$ cat src/rtl/uart_pkg.sv
// Shared UART definitions: FSM state encoding, default frame width,
// parity-mode constants and the receive status strobe bundle.
package uart_pkg;

  localparam logic [2:0] ST_IDLE   = 3'd0;
  localparam logic [2:0] ST_START  = 3'd1;
  localparam logic [2:0] ST_DATA   = 3'd2;
  localparam logic [2:0] ST_PARITY = 3'd3;
  localparam logic [2:0] ST_STOP   = 3'd4;

  typedef enum logic [2:0] {
    IDLE   = ST_IDLE,
    START  = ST_START,
    DATA   = ST_DATA,
    PARITY = ST_PARITY,
    STOP   = ST_STOP
  } rx_state_e;

  localparam int DEFAULT_DATA_BITS = 8;

  localparam bit PAR_EVEN = 1'b0;
  localparam bit PAR_ODD  = 1'b1;

  // At most one field is set in any cycle.
  typedef struct packed {
    logic frame_err;
    logic parity_err;
    logic valid;
  } rx_status_t;

endpackage

$ cat src/rtl/uart_rx_sync.sv
// Two-flop synchroniser for the serial line plus a history flop that
// yields a one-cycle falling-edge pulse. All flops reset to the idle level.
module uart_rx_sync (
  input  logic clk,
  input  logic reset,
  input  logic rx,
  output logic rx_s,
  output logic fall_edge
);

  logic [2:0] sr;

  always_ff @(posedge clk) begin
    if (reset) sr <= 3'b111;
    else       sr <= {sr[1:0], rx};
  end

  assign rx_s      = sr[1];
  assign fall_edge = sr[2] & ~sr[1];

endmodule

$ cat src/rtl/uart_rx_frame.sv
// UART receive framing FSM: start/data/parity/stop sequencing on the
// mid-bit baud tick, with registered one-cycle result strobes.
module uart_rx_frame
  import uart_pkg::*;
#(
  parameter int DATA_BITS  = DEFAULT_DATA_BITS,
  parameter bit PARITY_EN  = 1'b0,
  parameter bit PARITY_ODD = PAR_EVEN
) (
  input  logic                 clk,
  input  logic                 reset,
  input  logic                 rx,
  input  logic                 clk_baud,
  output logic                 baud_enable,
  output logic [DATA_BITS-1:0] rx_data,
  output logic                 rx_valid,
  output logic                 frame_error,
  output logic                 parity_error,
  output logic                 busy
);

  localparam int CW = $clog2(DATA_BITS + 1);

  logic rx_s, fall_edge;

  uart_rx_sync u_sync (
    .clk       (clk),
    .reset     (reset),
    .rx        (rx),
    .rx_s      (rx_s),
    .fall_edge (fall_edge)
  );

  rx_state_e            state, state_n;
  logic                 en_n;
  logic [DATA_BITS-1:0] sh, sh_n, data_n;
  logic [CW-1:0]        cnt, cnt_n;
  logic                 par, par_n;
  rx_status_t           stat, stat_n;

  always_ff @(posedge clk) begin
    if (reset) begin
      state       <= IDLE;
      baud_enable <= 1'b0;
      sh          <= '0;
      cnt         <= '0;
      par         <= 1'b0;
      rx_data     <= '0;
      stat        <= '0;
    end else begin
      state       <= state_n;
      baud_enable <= en_n;
      sh          <= sh_n;
      cnt         <= cnt_n;
      par         <= par_n;
      rx_data     <= data_n;
      stat        <= stat_n;
    end
  end

  always_comb begin
    state_n = state;
    en_n    = baud_enable;
    sh_n    = sh;
    cnt_n   = cnt;
    par_n   = par;
    data_n  = rx_data;
    stat_n  = '0;
    case (state)
      IDLE: if (fall_edge) begin
        en_n    = 1'b1;
        state_n = START;
      end
      START: if (clk_baud) begin
        if (!rx_s) begin
          state_n = DATA;
          cnt_n   = '0;
        end else begin
          // Glitch or noise: line was high again at mid start bit.
          en_n    = 1'b0;
          state_n = IDLE;
        end
      end
      DATA: if (clk_baud) begin
        sh_n  = {rx_s, sh[DATA_BITS-1:1]};
        cnt_n = cnt + 1'b1;
        if (cnt == CW'(DATA_BITS - 1)) state_n = PARITY_EN ? PARITY : STOP;
      end
      PARITY: if (clk_baud) begin
        par_n   = rx_s;
        state_n = STOP;
      end
      STOP: if (clk_baud) begin
        en_n    = 1'b0;
        state_n = IDLE;
        data_n  = sh;
        if (!rx_s)
          stat_n.frame_err = 1'b1;
        else if (PARITY_EN && (par != ((^sh) ^ PARITY_ODD)))
          stat_n.parity_err = 1'b1;
        else
          stat_n.valid = 1'b1;
      end
      default: begin
        en_n    = 1'b0;
        state_n = IDLE;
      end
    endcase
  end

  assign rx_valid     = stat.valid;
  assign frame_error  = stat.frame_err;
  assign parity_error = stat.parity_err;
  assign busy         = (state != IDLE);

endmodule

$ cat config.mk
export PLATFORM = sky130hd
export DESIGN_NAME = uart_rx_frame
export DESIGN_NICKNAME = d
export VERILOG_FILES = /design/src/rtl/uart_pkg.sv /design/src/rtl/uart_rx_sync.sv /design/src/rtl/uart_rx_frame.sv
export SDC_FILE = /design/constraint.sdc
export NUM_CORES = 1
export LEC_CHECK = 0
export BUFFER_PORTS_ARGS = -buffer_cell sky130_fd_sc_hd__buf_2
export CORE_MARGIN = 4
export CORE_UTILIZATION = 50
export CTS_CLUSTER_SIZE = 16
export DETAILED_ROUTE_END_ITERATION = 10
export PLACE_DENSITY = 0.82
export SETUP_SLACK_MARGIN = 0.1
export SYNTH_ARGS = -nofsm -noshare
export SYNTH_HDL_FRONTEND = slang
export SYNTH_SLANG_ARGS = --single-unit
$ cat constraint.sdc
create_clock -name clk -period 3.19 [get_ports clk]
set_input_delay 0.1595 -clock clk [delete_from_list [all_inputs] [get_ports clk]]
set_output_delay 0.1595 -clock clk [all_outputs]
set_load 0.005 [all_outputs]
# After elaboration in Yosys (flattened, before gate mapping)
# Index checks and enable logic that the tools add are counted.
[word_totals]
ff_bits = 30
latch_bits = 0
ramBits = 0
romBits = 0
inputBits = 4
wordCells = 57
mem_count = 0
[classes]
n_addsub = 1
multipliers = 0
div_mod_pow = 0
magnitude_cmp = 0
n_eq_ne = 13
shift = 0
n_mux = 19
bitwise_logic = 5
n_reduce_logical = 10
[ops]
columns = ["op", "n"]
rows = [
  ["two-way mux 3 bit", 6],
  ["one-hot mux 3 bit (5 select lines)", 1],
  ["inequality test 2 bit (second input constant)", 7],
  ["two-way mux 4 bit", 3],
  ["one-hot mux 4 bit (2 select lines)", 1],
  ["== test 3 x 2 -> 1 bit (second input constant)", 2],
  ["two-way mux 1 bit", 6],
  ["AND reduction 6 bit", 1],
  ["AND reduction 5 bit", 1],
  ["adder 4 x 1 -> 4 bit (second input constant)", 1],
  ["== test 4 x 3 -> 1 bit (second input constant)", 1],
  ["NOT 1 bit", 4],
  ["one-hot mux 1 bit (4 select lines)", 1],
  ["AND reduction 2 bit", 2],
  ["AND reduction 4 bit", 1],
  ["== test 3 x 1 -> 1 bit (second input constant)", 1],
  ["== test 3 bit (second input constant)", 1],
  ["zero test 3 bit", 1],
  ["nonzero test 3 bit", 1],
  ["OR reduction 3 bit", 1],
  ["two-way mux 2 bit", 1],
  ["inequality test 2 x 1 -> 1 bit (second input constant)", 1],
  ["nonzero test 2 bit", 1],
  ["OR reduction 2 bit", 1],
  ["AND 1 bit", 1],
]

# Logic depth before layout (Yosys ltp)
[logic_depth]
ltp_word = 4
depth_mapped = 6

# By module
# Synthesis repeated with hierarchy kept, for this count alone.
[hier_totals]
cells_unflattened = 134
hier_area_um2 = 1117.3
[by_module_without_submodules]
columns = ["mod", "instances", "cells_per_inst", "area_each_um2"]
rows = [
  ["uart_rx_frame", 1, 127, 1032.2],
  ["uart_rx_sync", 1, 7, 85.1],
]

# Worst setup path after synthesis
# No wires, ideal clock.
[synth_timing]
path_type = "register to register"
startpoint = "register state[2]"
endpoint = "register cnt[1]"
setup_ns = 0.128
arrival_time_ns = 1.034
slack_ns = 2.029
stages_incl_launch_ff = 7
period_less_slack_ns = 1.161
path_cell_list = "dfxtp_1 > buf_4 > nor2_2 > and3_2 > buf_6 > a22oi_1 > nor2_1"
[synth_via]
elab_chain_cells = 3
word_cells_on_any_way = 8
cone_classes = "eq/ne (5); mux (1); reduce/logical (2)"
[synth_rtl]
columns = ["item", "line", "source"]
rows = [
  ["start, declared", "uart_rx_frame.sv:34", "rx_state_e state, state_n;"],
  ["start signal, assigned", "uart_rx_frame.sv:51", "state <= state_n;"],
  ["== test 3 x 1 -> 1 bit or == test 3 x 2 -> 1 bit (tied branches)", "uart_rx_frame.sv:69", "case (state)"],
  ["inequality test 2 bit (no source line) or nonzero test 2 bit (tied branches)", "-", ""],
  ["AND reduction 4 bit (no source line)", "-", ""],
  ["end signal, assigned", "uart_rx_frame.sv:54", "cnt <= cnt_n;"],
  ["end, declared", "uart_rx_frame.sv:37", "logic [CW-1:0] cnt, cnt_n;"],
]
# Several ways; a longest one is shown, not always the timed one.
# A chain may end at the register's enable or synchronous reset.

# Worst setup path after layout
[layout_timing]
startpoint = "register state[1]"
endpoint = "register cnt[3]"
# The elaborated chain is that of the path after synthesis.

==> impl_metrics.toml <==
[power]
p_per_area_nw_per_um2 = 526
p_total_uw = 700
leakage_uw = 0.000498
ir_drop_v = 0.000305

[clock_tree]
cts_buffer_depth = 2
postCtsSetupBuffers = 0
cts_htree_levels = 2
clkSinkCount = 29
cts_made_buffers = 5
clockRootBuffer = "clkbuf_4"
clk_pin_slew_ps = 90
clkLatencyLatePin_ps = 320
cts_resized = 0
tritoncts = "built"
cts_hold_buf = 0

[floorplan]
die_h_um = 57.2
core_um2 = 2250
pin_count = 17
fp-row-count = 17
start_util_pct = 53.8
die_w_um = 57.2
die-area_um2 = 3280

[critical_path]
r2r-start = "state[1]"
critPathTopFamily = "simple AND/OR/NAND/NOR gates"
crit_type = "flop to flop"
rr_worst_depth = 3
cp.required_ps = 3440
end_kind = "flop"
worstPathCellList = "nand4bb_1 -> or3_1 -> a31oi_1"
reg2reg_slack_ps = 1400
cp_slowest_cell = "dfxtp_1"
cp.arrival_ps = 2040
critical_path_depth = 3
endpoint = "cnt[3]"
path_buf_inv = 0
crit_fanout = 12
rr_endpoint = "cnt[3]"
critPathLaunchType = "flop"
max_stage_delay_ps = 590
critPathLaunch = "state[1]"

[timing]
hold_viol = 0
finalCriticalPeriod_ps = 1790
setup_tns_ps = 0
fin_skew_ps = 9.69
maxSlewHeadroom_pct = 64.6
worst_slew_pin_slew_ps = 528
max_freq_mhz = 559
hold_ws_ps = 24.1
rsz0062_at_grt = "false"
slew_viol_final = 0
finalSetupViolations = 0
period_share_pct = 56.1

[drt]
drtAntennaViolNets = 0
via_count = 939
drcViolationCount = 0
drtIter0Drc = 15
wl_per_cell_um = 11.5
wirelength_um = 2060
vias_per_cell = 5.25
firstDrtPassIters = 4

[grt]
grt.overflow.total = 0
grt_pass1_vias = 884
grt_use_total_pct = 14.3
use_met1_pct = 17.5
grt_max_degree = 29
top_usage_layer = "met2"
grt_pass1_wl_um = 3730
antenna_found_initial = 0
met3_usage_pct = 4.52
use_met2_pct = 22.0

[logic_synthesis]
synth_top_family_by_area = "simple AND/OR/NAND/NOR gates"
seq_area_frac_synth_pct = 47.9
synth-async-reset-ratio_pct = 0
muxShareOfSynthArea_pct = 0.826
synth-edff-count = 0
synth.top_cell.area_share_pct = 47.9
synth_area_per_cell_um2 = 8.72
synthTopCellsByArea = "dfxtp_1 (48%), nand2_1 (10%), a21oi_1 (8.3%), buf_4 (3.1%), nor2_1 (2.8%)"
yosysMostFrequentCell = "nand2_1"
synth_warnings = 0
ys.flop_type = "dfxtp_1"
synth_compound_area_share_pct = 14.1
synthCells = 139
synth_nets = 144
ys_top_cells_by_count = "nand2_1 (33), dfxtp_1 (29), a21oi_1 (20), nor2_1 (9), buf_4 (5)"
synth.distinct_cells = 40
yosys.area.top_type = "dfxtp_1"
synthSimpleGateAreaFrac_pct = 29.2
synth-adder-area-share_pct = 1.03
ys_ff_latch = 29
syn-cell-area_um2 = 1210
synth_xor_xnor_area_share_pct = 0

[finish]
nets = 155
n_antenna_cell = 0
final_core_util_pct = 59.0
drive_gt1_share_pct = 23.8
design_area_um2 = 1330
area_growth_pct = 9.80

[worst_hold_path]
min_path_type = "input pin to flop"

[outcome]
status = "completed"

[flow_run]
cap_violations = 0

[place]
gp_congestion = 0.716
hpwl_um = 1420
post_dp_cell_area_um2 = 1250
port_buffers = 15
## routing by layer
metal  up-vias  share of wire, %
met5         -                 0
met4         0               1.7
met3         5               5.8
met2        18                45
met1       430                48
li1        486                 -
## worst min-delay path by stage
stage / cells after the start / end / startpoint / slack (ps)
5_1_grt: 2 / u_sync.sr[0] / rx / 20
3_5_place_dp: 2 / u_sync.sr[0] / rx / 350
2_1_floorplan: 1 / u_sync.sr[0] / rx / 260
6_report: 2 / u_sync.sr[0] / rx / 20
3_3_place_gp: 2 / u_sync.sr[0] / rx / 340
4_1_cts: 2 / u_sync.sr[0] / rx / 10
## sequential cells by signal, summed over array words and instances (netlist names)
| register | cells |
|---|---|
| rx_valid | 1 |
| rx_data | 8 |
| baud_enable | 1 |
| frame_error | 1 |
| cnt | 4 |
| sh | 8 |
| u_sync.sr | 3 |
| state | 3 |
## logic make-up after synthesis
| kind of cell | count (synthesis) |
|---|---|
| multiplexers | 1 |
| AND/OR/NAND/NOR | 66 |
| flip-flops | 29 |
| other | 1 |
| adder cells (fa/ha/maj) | 1 |
| buffers and inverters | 12 |
| AO/OA/AOI/OAI | 29 |
## report_power, final
part | total (uW) | switching, uW | internal, uW | leakage, uW
clock network | 310 | 123 | 187 | 0.0000455
logic | 21.4 | 13.2 | 8.21 | 0.000218
registers | 369 | 3.72 | 365 | 0.000234
total | 700 | 140 | 560 | 0.000498
## cell type report
| cell class | instances | area, um^2 |
|---|---|---|
| flip-flops and latches | 29 | 581 |
| repair buffers | 15 | 75.1 |
| multi-input cells | 98 | 552 |
| well taps | 28 | 35.0 |
| inverters | 1 | 3.75 |
| clock buffers | 7 | 55.1 |
| clock inverters | 1 | 30.0 |
| fillers | 211 | 923 |
## metrics by stage
| step | instances | worst slack, ps |
|---|---|---|
| 6_report | 179 | 1400 |
| 5_1_grt | 179 | 1270 |
| 4_1_cts | 179 | 1410 |
| 3_5_place_dp | 171 | 1430 |
| 3_3_place_gp | 171 | 1510 |
| 2_1_floorplan | 139 | 2030 |
## cells in the final DEF (no fill, tap or decap), drive strengths merged, types with 3 or more instances in the layout
cell type / Yosys / final
nand2: 33 / 33
dfxtp: 29 / 29
a21oi: 20 / 20
buf: 9 / 15
nor2: 12 / 12
clkbuf: 2 / 7
nand3: 4 / 4
or2: 3 / 3
Note: power is estimated with default switching activity, not from simulation.
